$ cat config.mk
export PLATFORM = sky130hd
export DESIGN_NAME = dc_fu_axi_burst_reader
export DESIGN_NICKNAME = d
export VERILOG_FILES = /design/src/rtl/dc_fu_pkg.sv /design/src/rtl/dc_fu_burst_len_calc.sv /design/src/rtl/dc_fu_axi_burst_reader.sv
export SDC_FILE = /design/constraint.sdc
export NUM_CORES = 1
export LEC_CHECK = 0
export CAP_MARGIN = 20
export CORE_MARGIN = 4
export CORE_UTILIZATION = 46
export CTS_CLUSTER_SIZE = 8
export DETAILED_ROUTE_END_ITERATION = 10
export PLACE_DENSITY = 0.86
export REMOVE_ABC_BUFFERS = 1
export SYNTH_ARGS = -nofsm -noshare
export SYNTH_HDL_FRONTEND = slang
export SYNTH_SLANG_ARGS = --single-unit
$ cat constraint.sdc
create_clock -name clk -period 5 [get_ports clk]
set_input_delay 0.75 -clock clk [delete_from_list [all_inputs] [get_ports clk]]
set_output_delay 0.75 -clock clk [all_outputs]
set_load 0.1 [all_outputs]
$ cat src/rtl/dc_fu_pkg.sv
// Shared types and constants for the fetch-unit AXI burst reader.
// Latency: n/a (definitions only).
// Backpressure: n/a (definitions only).
package dc_fu_pkg;

    typedef enum logic [1:0] {
        ST_IDLE  = 2'd0,
        ST_ADDR  = 2'd1,
        ST_DATA  = 2'd2,
        ST_CHECK = 2'd3
    } fetch_state_t;

    localparam logic [1:0] AXI_BURST_INCR = 2'b01;

    localparam logic [1:0] RESP_OKAY   = 2'b00;
    localparam logic [1:0] RESP_EXOKAY = 2'b01;
    localparam logic [1:0] RESP_SLVERR = 2'b10;
    localparam logic [1:0] RESP_DECERR = 2'b11;

    // AXI bursts must not cross this many bytes
    localparam int unsigned PAGE_BYTES = 4096;

endpackage

$ cat src/rtl/dc_fu_burst_len_calc.sv
// Burst length = min(remaining, MAX_BURST_LEN, beats left before the next 4 KB page).
// Latency: purely combinational.
// Backpressure: none; result is only consumed when a burst is launched.
module dc_fu_burst_len_calc
    import dc_fu_pkg::*;
#(
    parameter int REM_WIDTH     = 16,
    parameter int BYTE_SHIFT    = 3,
    parameter int MAX_BURST_LEN = 16
) (
    input  logic [REM_WIDTH-1:0] remaining,
    input  logic [11:0]          page_offset,
    output logic [8:0]           len
);

    // Common compare width wide enough for the word count and a full page of byte beats
    localparam int CW = (REM_WIDTH > 13) ? REM_WIDTH : 13;

    logic [12:0]   page_beats;
    logic [CW-1:0] cap;

    // Three-way minimum; result never exceeds MAX_BURST_LEN so it fits in 9 bits
    always_comb begin
        page_beats = (13'(PAGE_BYTES) - {1'b0, page_offset}) >> BYTE_SHIFT;
        cap        = CW'(MAX_BURST_LEN);
        if (CW'(page_beats) < cap) cap = CW'(page_beats);
        if (CW'(remaining) < cap)  cap = CW'(remaining);
        len = 9'(cap);
    end

endmodule

$ cat src/rtl/dc_fu_axi_burst_reader.sv
// Line-fetch read engine: splits one command into 4 KB-safe AXI4 INCR bursts, one outstanding at a time.
// Latency: AR issued 1 cycle after start_fetch; R beats pass straight through; 1 CHECK cycle per burst.
// Backpressure: m_rready follows out_ready & en; en low freezes all state. DC_FU_ABORT_ON_ERROR_EN stops after an errored burst.
module dc_fu_axi_burst_reader
    import dc_fu_pkg::*;
#(
    parameter int AXI_ARADDR_WIDTH       = 32,
    parameter int AXI_DATA_WIDTH         = 64,
    parameter int FETCH_WORD_COUNT_WIDTH = 16,
    parameter int MAX_BURST_LEN          = 16
) (
    input  logic                              clk,
    input  logic                              nrst,
    input  logic                              en,
    input  logic                              start_fetch,
    input  logic [FETCH_WORD_COUNT_WIDTH-1:0] fetch_word_count,
    input  logic [AXI_ARADDR_WIDTH-1:0]       line_addr,
    output logic                              fetch_in_progress,
    output logic [1:0]                        error_flag,
    output logic [AXI_ARADDR_WIDTH-1:0]       m_araddr,
    output logic [7:0]                        m_arlen,
    output logic [2:0]                        m_arsize,
    output logic [1:0]                        m_arburst,
    output logic                              m_arvalid,
    input  logic                              m_arready,
    input  logic [AXI_DATA_WIDTH-1:0]         m_rdata,
    input  logic [1:0]                        m_rresp,
    input  logic                              m_rlast,
    input  logic                              m_rvalid,
    output logic                              m_rready,
    output logic [AXI_DATA_WIDTH-1:0]         out_data,
    output logic                              out_last,
    output logic                              out_valid,
    input  logic                              out_ready
);

    localparam int BYTES_PER_BEAT = AXI_DATA_WIDTH / 8;
    localparam int BYTE_SHIFT     = $clog2(BYTES_PER_BEAT);

    fetch_state_t                      state;
    logic [AXI_ARADDR_WIDTH-1:0]       addr_q;
    logic [FETCH_WORD_COUNT_WIDTH-1:0] remaining_q;

    logic [AXI_ARADDR_WIDTH-1:0]       aligned_line_addr;
    logic [FETCH_WORD_COUNT_WIDTH-1:0] calc_rem;
    logic [11:0]                       calc_page_off;
    logic [8:0]                        calc_len;
    logic [8:0]                        burst_len;
    logic                              r_beat;
    logic                              check_more;

    assign aligned_line_addr = line_addr & ~AXI_ARADDR_WIDTH'(BYTES_PER_BEAT - 1);

    // In IDLE the first burst is sized from the incoming command, otherwise from the running state
    always_comb begin
        calc_rem      = remaining_q;
        calc_page_off = addr_q[11:0];
        if (state == ST_IDLE) begin
            calc_rem      = fetch_word_count;
            calc_page_off = aligned_line_addr[11:0];
        end
    end

    dc_fu_burst_len_calc #(
        .REM_WIDTH    (FETCH_WORD_COUNT_WIDTH),
        .BYTE_SHIFT   (BYTE_SHIFT),
        .MAX_BURST_LEN(MAX_BURST_LEN)
    ) u_len_calc (
        .remaining  (calc_rem),
        .page_offset(calc_page_off),
        .len        (calc_len)
    );

    assign burst_len = {1'b0, m_arlen} + 9'd1;

    assign m_arsize  = 3'(BYTE_SHIFT);
    assign m_arburst = AXI_BURST_INCR;
    assign m_rready  = (state == ST_DATA) & out_ready & en;
    assign out_valid = (state == ST_DATA) & m_rvalid & en;
    assign out_data  = m_rdata;
    assign out_last  = (state == ST_DATA) & m_rlast & (remaining_q == '0);
    assign r_beat    = m_rvalid & m_rready;

`ifdef DC_FU_ABORT_ON_ERROR_EN
    // An errored command ends after the burst in flight has drained
    assign check_more = (remaining_q != '0) && (error_flag == RESP_OKAY);
`else
    assign check_more = (remaining_q != '0);
`endif

    // Command FSM with registered AR channel and status outputs
    always_ff @(posedge clk) begin
        if (!nrst) begin
            state             <= ST_IDLE;
            addr_q            <= '0;
            remaining_q       <= '0;
            fetch_in_progress <= 1'b0;
            error_flag        <= RESP_OKAY;
            m_arvalid         <= 1'b0;
            m_araddr          <= '0;
            m_arlen           <= '0;
        end else if (en) begin
            case (state)
                ST_IDLE: begin
                    if (start_fetch) begin
                        addr_q            <= aligned_line_addr;
                        remaining_q       <= fetch_word_count;
                        error_flag        <= RESP_OKAY;
                        fetch_in_progress <= 1'b1;
                        if (fetch_word_count != '0) begin
                            state     <= ST_ADDR;
                            m_arvalid <= 1'b1;
                            m_araddr  <= aligned_line_addr;
                            m_arlen   <= 8'(calc_len - 9'd1);
                        end else begin
                            state <= ST_CHECK;
                        end
                    end
                end
                ST_ADDR: begin
                    if (m_arready) begin
                        m_arvalid   <= 1'b0;
                        addr_q      <= addr_q + (AXI_ARADDR_WIDTH'(burst_len) << BYTE_SHIFT);
                        remaining_q <= remaining_q - FETCH_WORD_COUNT_WIDTH'(burst_len);
                        state       <= ST_DATA;
                    end
                end
                ST_DATA: begin
                    if (r_beat) begin
                        if ((m_rresp != RESP_OKAY) && (error_flag == RESP_OKAY)) begin
                            error_flag <= m_rresp;
                        end
                        if (m_rlast) begin
                            state <= ST_CHECK;
                        end
                    end
                end
                ST_CHECK: begin
                    if (check_more) begin
                        state     <= ST_ADDR;
                        m_arvalid <= 1'b1;
                        m_araddr  <= addr_q;
                        m_arlen   <= 8'(calc_len - 9'd1);
                    end else begin
                        remaining_q       <= '0;
                        fetch_in_progress <= 1'b0;
                        state             <= ST_IDLE;
                    end
                end
                default: state <= ST_IDLE;
            endcase
        end
    end

endmodule

# Word level (Yosys, flattened, before mapping)
# Index checks and enable logic that the tools add are counted.
[classes]
add_sub_neg = 5
magnitude_cmp = 2
eq_ne = 11
n_mux = 38
n_bitwise = 7
n_reduce_logical = 18
[ops]
columns = ["operator", "n"]
rows = [
  ["$mux W32", 5],
  ["$pmux W32 S2", 2],
  ["$mux W16", 4],
  ["$pmux W16 S3", 1],
  ["$add A32 B12 Y32", 1],
  ["$mux W8", 4],
  ["$reduce_bool A16 Y1", 2],
  ["$reduce_and A5 Y1", 4],
  ["$logic_not A16 Y1", 1],
  ["$lt A16 B10 Y1", 1],
  ["$mux W2", 8],
  ["$pmux W8 S2", 1],
  ["$sub A16 B9 Y16", 1],
  ["$sub A13 B12 Y13 const A", 1],
  ["$mux W12", 1],
  ["$ne A2 B2 Y1 const B", 6],
  ["$lt A10 B5 Y1 const B", 1],
  ["$mux W10", 1],
  ["$add A8 B1 Y9 const B", 1],
  ["$pmux W2 S4", 1],
  ["$reduce_and A4 Y1", 2],
  ["$reduce_bool A2 Y1", 4],
  ["$sub A8 B1 Y8 const B", 1],
  ["$and A1 B1 Y1", 7],
  ["other kinds (11)", 20],
]
[totals]
reg_bits = 94
output_inout_bits = 116

# Longest topological paths before layout
# Gate-level depths: netlist (run 1).
[depth]
ltp_word = 11
ltp_mapped = 18
mapped_depth_nobuf = 17

# Modules after synthesis
# A second synthesis (run 1) with hierarchy kept.
[hier_totals]
cells_unflattened = 855
hier_area_um2 = 6854.1
[by_module_without_submodules]
columns = ["module", "n_inst", "cells_each", "area_per_inst_um2", "seq_area_each_um2"]
rows = [
  ["dc_fu_axi_burst_reader", 1, 794, 6427.4, 1761.7],
  ["dc_fu_burst_len_calc", 1, 61, 426.7, 0.0],
]

# Worst setup path after synthesis (run 1)
# Ideal clock, no wire load.
[synth_timing]
path_kind = "input port to flip-flop"
from = "input port line_addr[3]"
to = "register m_arlen[6]"
arrival_time_ps = 3767
required_time_ps = 4929
path_slack_ps = 1162
stages = 16
path_buffers = 1
path_cell_list = "clkbuf_2 -> nor4b_2 -> o21ai_1 -> and2_1 -> nand2b_1 -> ha_1 -> nor2_1 -> a2111oi_0 -> o21ai_0 -> o211ai_4 -> mux2i_1 -> ha_1 -> nand3_1 -> xor2_1 -> mux2_2 -> a21oi_1"
[synth_between]
elab_chain_cells = 10
elab_cells_between_ends = 11
[synth_lines]
columns = ["item", "line", "text"]
rows = [
  ["start: declaration", "dc_fu_axi_burst_reader.sv:17", "input logic [AXI_ARADDR_WIDTH-1:0] line_addr,"],
  ["$mux W12 *", "dc_fu_axi_burst_reader.sv:58", "if (state == ST_IDLE) begin"],
  ["$sub A13 B12 Y13 *", "dc_fu_burst_len_calc.sv:24", "page_beats = (13'(PAGE_BYTES) - {1'b0, page_offset}) >> BYTE_SHIFT;"],
  ["$lt A10 B5 Y1", "dc_fu_burst_len_calc.sv:26", "if (CW'(page_beats) < cap) cap = CW'(page_beats);"],
  ["$mux W10 *", "dc_fu_burst_len_calc.sv:26", ""],
  ["$lt A16 B10 Y1", "dc_fu_burst_len_calc.sv:27", "if (CW'(remaining) < cap) cap = CW'(remaining);"],
  ["$mux W8 *", "dc_fu_burst_len_calc.sv:27", ""],
  ["$sub A8 B1 Y8 *", "dc_fu_axi_burst_reader.sv:114, dc_fu_axi_burst_reader.sv:143", ""],
  ["$mux W8", "dc_fu_axi_burst_reader.sv:110", "if (fetch_word_count != '0) begin"],
  ["$mux W8", "dc_fu_axi_burst_reader.sv:105", "if (start_fetch) begin"],
  ["$pmux W8 S2 *", "dc_fu_axi_burst_reader.sv:103", "case (state)"],
  ["end signal: assignment", "dc_fu_axi_burst_reader.sv:114", "m_arlen <= 8'(calc_len - 9'd1);"],
  ["end signal: assignment", "dc_fu_axi_burst_reader.sv:143", "m_arlen <= 8'(calc_len - 9'd1);"],
  ["end: declaration", "dc_fu_axi_burst_reader.sv:21", "output logic [7:0] m_arlen,"],
]
# Every way passes the cells marked *; elsewhere a longest branch is shown, timed or not. The select of a mux whose other input is x is not followed.
# A chain may end at the register's enable or synchronous reset.

# Final worst setup path (run 1)
[layout_timing]
from = "register state[0]"
to = "register m_arlen[6]"
[layout_between]
elab_chain_cells = 11
elab_cells_between_ends = 19
[layout_lines]
columns = ["item", "line", "text"]
rows = [
  ["start: declaration", "dc_fu_axi_burst_reader.sv:40", "fetch_state_t state;"],
  ["start signal: assignment", "dc_fu_axi_burst_reader.sv:94", "state <= ST_IDLE;"],
  ["start signal: assignment", "dc_fu_axi_burst_reader.sv:111", "state <= ST_ADDR;"],
  ["start signal: assignment", "dc_fu_axi_burst_reader.sv:116", "state <= ST_CHECK;"],
  ["$logic_not A2 Y1", "dc_fu_axi_burst_reader.sv:58, dc_fu_axi_burst_reader.sv:103", ""],
  ["$mux W12", "dc_fu_axi_burst_reader.sv:58", ""],
  ["$sub A13 B12 Y13", "dc_fu_burst_len_calc.sv:24", ""],
  ["$lt A10 B5 Y1", "dc_fu_burst_len_calc.sv:26", ""],
  ["$mux W10", "dc_fu_burst_len_calc.sv:26", ""],
  ["$lt A16 B10 Y1", "dc_fu_burst_len_calc.sv:27", ""],
  ["$mux W8", "dc_fu_burst_len_calc.sv:27", ""],
  ["$sub A8 B1 Y8", "dc_fu_axi_burst_reader.sv:114, dc_fu_axi_burst_reader.sv:143", ""],
  ["$mux W8", "dc_fu_axi_burst_reader.sv:110", ""],
  ["$mux W8", "dc_fu_axi_burst_reader.sv:105", ""],
  ["$pmux W8 S2", "dc_fu_axi_burst_reader.sv:103", ""],
]
# Parallel ways exist; a longest one is shown, timed or not. The select of a mux whose other input is x is not followed.

==> out/metrics.cfg, run 1 <==
[power_and_ir_drop]
switchingPower_w=0.00102
p_comb_share_pct=38.1
leakage_nw=2.78
ir_drop_mv=0.177
swShare_pct=40.9
powerDensity_mw_per_mm2=329
p_int_w=0.00148
p_seq_share_pct=33.6
pwr-share-clk_pct=28.3

[floorplan]
core-area_mm2=0.0140
fp.dieArea_mm2=0.0165
rows=43
ios=238
die-width_um=129
die_y_um=129
initial_utilization_pct=47.7

[timing]
finalMaxSlewViolations=0
tightest_slew_ns=1.05
hold_violations=0
finalSetupTns_ns=0
skew_ns=0.00843
slew_headroom_pct=29.6
setup_viol=0
period_minus_slack_ns=4.36
fmax_mhz=229
rsz0062_at_grt=false
period_share_pct=87.3

[logic_synthesis]
synth_edf_count=0
avgSynthCellArea_um2=8.00
netlist_area_mm2=0.00670
synth.distinct_cells=73
synth-compound-area-share_pct=22.1
synthArstFlopShare_pct=0
synth_ff_type=dfxtp_1
yosys.area_share.simple_pct=20.5
synth_top_family_by_area=compound AO/OA/AOI/OAI gates
synth_fa_ha_area_share_pct=6.95
muxShareOfSynthArea_pct=8.45
ys_ff_latch=88
netlist_instances=837
synth-xor-area-share_pct=3.14
ys_warn_count=0
ys_seq_area_share_pct=26.3

[cells_and_area]
final_area_mm2=0.00761
nNetsFinal=1011
num_antenna_cells=0
synthToLayoutAreaGrowth_pct=13.7
n_fill_cell=1273
drive_above_1_share_pct=6.88

[clock_tree]
clk_latency_ns=0.36
clkTransAtPathRegs_ns=0.07
cts-root-buf=clkbuf_16
cts_setup_buffers=0
clock-sinks=88
numCtsBuffers=9
cts_tree=built
cts_resized=0
cts_hold_buf=0
clockBufferDepth=2
cts_max_level=3

[global_route]
grt_usage_pct=26.5
grt_max_degree=74
grt_pass1_wl_mm=34.0
grt_pass1_vias=5811
antenna_found_initial=0
grt_overflow=0

[drt]
viasPerCell=6.19
wl_mm=22.3
drc_errors=0
routedWlPerCell_um=21.5
drt-initial-drc-count=655
firstDrtPassIters=6
ant_nets=0
num_vias=6424

[run]
cap_violations=0

[setup_path]
timing.rr.end=m_arlen[6]$_SDFFE_PN0P_
path_delay_family=compound AO/OA/AOI/OAI gates
critPathBufInv=2
critPathMaxFanout=12
critPathKind=register to register
reg2reg_slack_ns=0.64
crit_top_cell=ha_1
end_kind=register
path_cells=inv_1 -> ha_1 -> buf_4 -> nor4_1 -> o21ai_1 -> and2_1 -> nand2b_1 -> ha_1 -> nor2_1 -> a2111oi_0 -> o21ai_0 -> o211ai_4 -> mux2i_1 -> ha_1 -> nand3_1 -> xor2_1 -> mux2_2 -> a21oi_1
worstPathArrival_ns=4.66
critical-path-slowest-cell=dfxtp_1
slowest_delay_ns=0.40
start_kind=register
ff2ff_path_depth=18
worstPathRequired_ns=5.29
reg2reg_from=state[0]$_SDFFE_PN0P_

[status]
status=complete, no violations

[min_path]
holdPathEnd=error_flag[0]$_SDFFE_PN0P_
worstHoldPathType=register to register
hold_start=error_flag[0]$_SDFFE_PN0P_
min_path_cells=2

[placement]
place_hpwl_mm=16.5
post_dp_cell_area_mm2=0.00730
io_buffers=98
gp_congestion=0.912

-- through the flow --
step	worst slack (ns)	utilization, %	cells	power, W	hold slack [ns]
detailed placement	0.440	52.0	1021	0.00180	0.480
global route	0.147	54.2	1038	0.00263	0.516
finish	0.637	54.2	1038	0.00251	0.494
floorplan	0.860	-	732	0.00154	0.466
CTS	0.671	54.1	1037	0.00250	0.491
global placement	0.472	52.0	1021	0.00178	0.477
-- worst max-delay path by stage --
stage,from,cells past startpoint,endpoint
floorplan,state[0]$_SDFFE_PN0P_,17,m_arlen[6]$_SDFFE_PN0P_
global placement,line_addr[4],16,m_arlen[6]$_SDFFE_PN0P_
detailed placement,line_addr[4],16,m_arlen[6]$_SDFFE_PN0P_
CTS,state[0]$_SDFFE_PN0P_,18,m_arlen[6]$_SDFFE_PN0P_
global route,state[0]$_SDFFE_PN0P_,18,m_arlen[6]$_SDFFE_PN0P_
finish,state[0]$_SDFFE_PN0P_,18,m_arlen[6]$_SDFFE_PN0P_
-- worst register-to-register path: stages, from the launching register on --
cell	delay [ns]
dfxtp_1	0.40
inv_1	0.12
ha_1	0.35
buf_4	0.26
nor4_1	0.36
o21ai_1	0.16
and2_1	0.23
nand2b_1	0.08
ha_1	0.19
nor2_1	0.05
a2111oi_0	0.37
o21ai_0	0.22
o211ai_4	0.27
mux2i_1	0.26
ha_1	0.30
nand3_1	0.12
xor2_1	0.16
mux2_2	0.26
a21oi_1	0.14
-- state kept, by name, indices dropped and copies added, names as in the netlist --
register	flops
m_arlen	8
remaining_q	16
m_araddr	29
addr_q	29
fetch_in_progress	1
error_flag	2
state	2
m_arvalid	1
-- per-layer routing --
layer	vias up	track usage, %	routed length [µm]
met2	381	35.5	8880
li1	3021	-	-
met5	-	10.6	201
met1	2976	35.1	9530
met4	6	5.81	396
met3	40	16.5	3300
-- placed cells by master, fill, tap and decap left out, drive strengths merged, types with 10 or more instances in the layout --
master / netlist / final
clkdlybuf4s50: 0 / 98
dfxtp: 88 / 88
nor2: 68 / 68
a21oi: 55 / 55
nand2: 53 / 53
mux2i: 46 / 46
o21ai: 46 / 46
a211oi: 40 / 40
nand3: 34 / 34
ha: 34 / 34
inv: 26 / 29
nor3: 28 / 28
nor4: 21 / 21
xnor2: 16 / 16
and3: 15 / 15
conb: 2 / 13
nor2b: 11 / 11
buf: 87 / 11
clkbuf: 29 / 10
-- power by group through the flow --
stage | clock network [W] | registers [W] | logic [W]
after global placement | 0 | 0.000853 | 0.000925
final | 0.000710 | 0.000843 | 0.000954
after floorplan | 0 | 0.00106 | 0.000476
after global routing | 0.000748 | 0.000854 | 0.00102
after CTS | 0.000716 | 0.000841 | 0.000944
after detailed placement | 0 | 0.000857 | 0.000939
-- layout make-up --
class / instances / area [µm²] / area share, %
Multi-Input combinational cell: 617 / 4150 / 54.5
Clock buffer: 9 / 225 / 2.96
Timing Repair Buffer: 110 / 1070 / 14.1
Tap cell: 180 / 225 / 2.96
Inverter: 27 / 101 / 1.33
Sequential cell: 88 / 1760 / 23.1
Clock inverter: 7 / 77.6 / 1.02
-- kinds of logic after synthesis --
family          count (synthesis)
other cells                     2
buf+inv                       143
flops                          88
simple gates                  267
mux                            55
xor+xnor                       24
compound gates                222
fa+ha+maj                      36
-- synthesized netlist by cell type (all sizes together), types with 15 or more instances --
library cell,number,share of area [%]
a211oi,40,4.5
a21oi,55,4.1
and3,15,1.4
buf,87,9.3
clkbuf,29,1.6
dfxtp,88,26
ha,34,6.4
inv,26,1.5
mux2i,46,6.9
nand2,53,3.0
nand3,34,2.5
nor2,68,3.9
nor3,28,2.2
nor4,21,2.2
o21ai,46,3.5
xnor2,16,2.1
Note: power is estimated with default switching activity, not from simulation.
==> run 2, diff against run 1 <==
--- a/config.mk
+++ b/config.mk
@@ -6,11 +6,11 @@
 export NUM_CORES = 1
 export LEC_CHECK = 0
 export CAP_MARGIN = 20
-export CORE_MARGIN = 4
+export CORE_MARGIN = 2
 export CORE_UTILIZATION = 46
 export CTS_CLUSTER_SIZE = 8
 export DETAILED_ROUTE_END_ITERATION = 10
-export PLACE_DENSITY = 0.86
+export PLACE_DENSITY = 0.83
 export REMOVE_ABC_BUFFERS = 1
 export SYNTH_ARGS = -nofsm -noshare
 export SYNTH_HDL_FRONTEND = slang
==> out/metrics.cfg, run 2 (synthesis results as in run 1) <==
[setup_path]
critPathKind=register to register
reg2reg_from=state[0]$_SDFFE_PN0P_
worstPathArrival_ns=4.94
start_kind=register
reg2reg_slack_ns=0.34
critical-path-slowest-cell=ha_1
end_kind=register
timing.rr.end=m_arlen[6]$_SDFFE_PN0P_
ff2ff_path_depth=16
crit_top_cell=ha_1
worstPathRequired_ns=5.28
path_cells=inv_1 -> ha_1 -> nand4_1 -> o22ai_2 -> nand4_1 -> ha_1 -> o21ai_0 -> a2111oi_0 -> o21ai_0 -> o211ai_4 -> mux2i_1 -> ha_1 -> nand3_1 -> xor2_1 -> mux2_2 -> a21oi_1
path_delay_family=compound AO/OA/AOI/OAI gates
slowest_delay_ns=0.62
critPathMaxFanout=12
critPathBufInv=1

[min_path]
holdPathEnd=error_flag[1]$_SDFFE_PN0P_
min_path_cells=2
worstHoldPathType=register to register
hold_start=error_flag[1]$_SDFFE_PN0P_

[cells_and_area]
reg_top3=addr_q (29), m_araddr (29), remaining_q (16)
num_antenna_cells=0
mostFrequentLayoutCell=clkdlybuf4s50_1
final_cell_mix=clkdlybuf4s50_1 (98), dfxtp_1 (88), nor2_1 (67)
drive_above_1_share_pct=6.54
n_fill_cell=1346
nNetsFinal=1009
synthToLayoutAreaGrowth_pct=13.8
finalNonFillerCells=1040

[clock_tree]
cts_setup_buffers=0
clockBufferDepth=2
cts_tree=built
cts_resized=0
cts_hold_buf=0
cts-root-buf=clkbuf_16
clock-sinks=88
clkTransAtPathRegs_ns=0.07
cts_max_level=3
clk_latency_ns=0.36
numCtsBuffers=9

[timing]
period_share_pct=93.2
finalSetupTns_ns=0
slew_headroom_pct=30.3
rsz0062_at_grt=false
period_minus_slack_ns=4.66
skew_ns=0.0123
tightest_slew_ns=1.05
finalMaxSlewViolations=0
fmax_mhz=215
hold_violations=0
setup_viol=0

[power_and_ir_drop]
total_power_w=0.00254
p_seq_share_pct=33.2
p_comb_share_pct=37.5
powerDensity_mw_per_mm2=334
pwr-share-clk_pct=29.3
leakage_nw=2.78
switchingPower_w=0.00101
p_int_w=0.00153
swShare_pct=39.9
ir_drop_mv=0.199

[floorplan]
ios=238
die_y_um=125
rows=44
fp.dieArea_mm2=0.0155
die-width_um=125
initial_utilization_pct=46.6
core-area_mm2=0.0144

[drt]
drc_errors=0
ant_nets=0
viasPerCell=6.15
drt-initial-drc-count=587
routedWlPerCell_um=21.4
num_vias=6398
firstDrtPassIters=5
wl_mm=22.3

[placement]
gp_congestion=0.926
place_hpwl_mm=16.6
dp.cells=1023
io_buffers=98

[global_route]
grt_max_degree=62
grt_overflow=0
grt_pass1_wl_mm=34.1
use_met3_pct=18.2
grt_usage_pct=28.0
grt_pass1_vias=5811
antenna_found_initial=0
use_met2_pct=38.3
use_met1_pct=36.1
grt-busiest-layer=met2

[status]
status=complete, no violations

[run]
cap_violations=0

-- run 2: cell count changes in the layout (fill, tap and decap cells not counted), sizes merged --
cell / before / now
bufinv: 1 / 2
clkinvlp: 1 / 0
inv: 29 / 28
buf: 11 / 10
-- run 2: layout make-up --
cell class                 count  area, µm²  area share [%]
clock buffer                  10        229            3.01
clock inverter                 6       91.3            1.20
inverter                      27        101            1.33
multi-input combinational    617       4150            54.5
sequential                    88       1760            23.1
tap                          184        230            3.02
timing repair buffer         108       1060            13.9
-- run 2: worst max-delay path by stage --
stage / endpoint / cells past startpoint / start
2_1_floorplan: m_arlen[6]$_SDFFE_PN0P_ / 17 / state[0]$_SDFFE_PN0P_
3_3_place_gp: m_arlen[6]$_SDFFE_PN0P_ / 15 / line_addr[10]
3_5_place_dp: m_arlen[6]$_SDFFE_PN0P_ / 16 / line_addr[4]
4_1_cts: m_arlen[6]$_SDFFE_PN0P_ / 16 / state[0]$_SDFFE_PN0P_
5_1_grt: m_arlen[6]$_SDFFE_PN0P_ / 16 / state[0]$_SDFFE_PN0P_
6_report: m_arlen[6]$_SDFFE_PN0P_ / 16 / state[0]$_SDFFE_PN0P_
-- run 2: worst register-to-register path, stage by stage (launching register included) --
cell and delay (ns):
dfxtp_1 0.36, inv_1 0.14, ha_1 0.62, nand4_1 0.22
o22ai_2 0.28, nand4_1 0.26, ha_1 0.38, o21ai_0 0.07
a2111oi_0 0.38, o21ai_0 0.24, o211ai_4 0.39, mux2i_1 0.29
ha_1 0.29, nand3_1 0.12, xor2_1 0.16, mux2_2 0.26
a21oi_1 0.13
-- run 2: per-stage QoR --
step	cell area, µm²	util, %	hold WS [ns]	worst slack [ns]
global placement	7290	50.7	0.476	0.390
global route	7620	53.0	0.524	0.168
detailed placement	7290	50.7	0.487	0.325
floorplan	6000	-	0.466	0.860
finish	7620	53.0	0.497	0.341
CTS	7610	53.0	0.497	0.465
-- run 2: power groups by stage --
stage	clock network [W]	logic, W	registers, W
2_1_floorplan	0	0.000476	0.00106
3_3_place_gp	0	0.000929	0.000855
3_5_place_dp	0	0.000939	0.000857
4_1_cts	0.000753	0.000945	0.000842
5_1_grt	0.000780	0.00103	0.000855
6_report	0.000745	0.000954	0.000844
-- run 2: layer usage --
layer  vias to the layer above  wire (µm)  part of all wire, %
met4                         8        359                  1.6
met2                       373       8910                   40
li1                       3018          -                    -
met1                      2965       9450                   42
met5                         -        214                 0.96
met3                        34       3360                   15
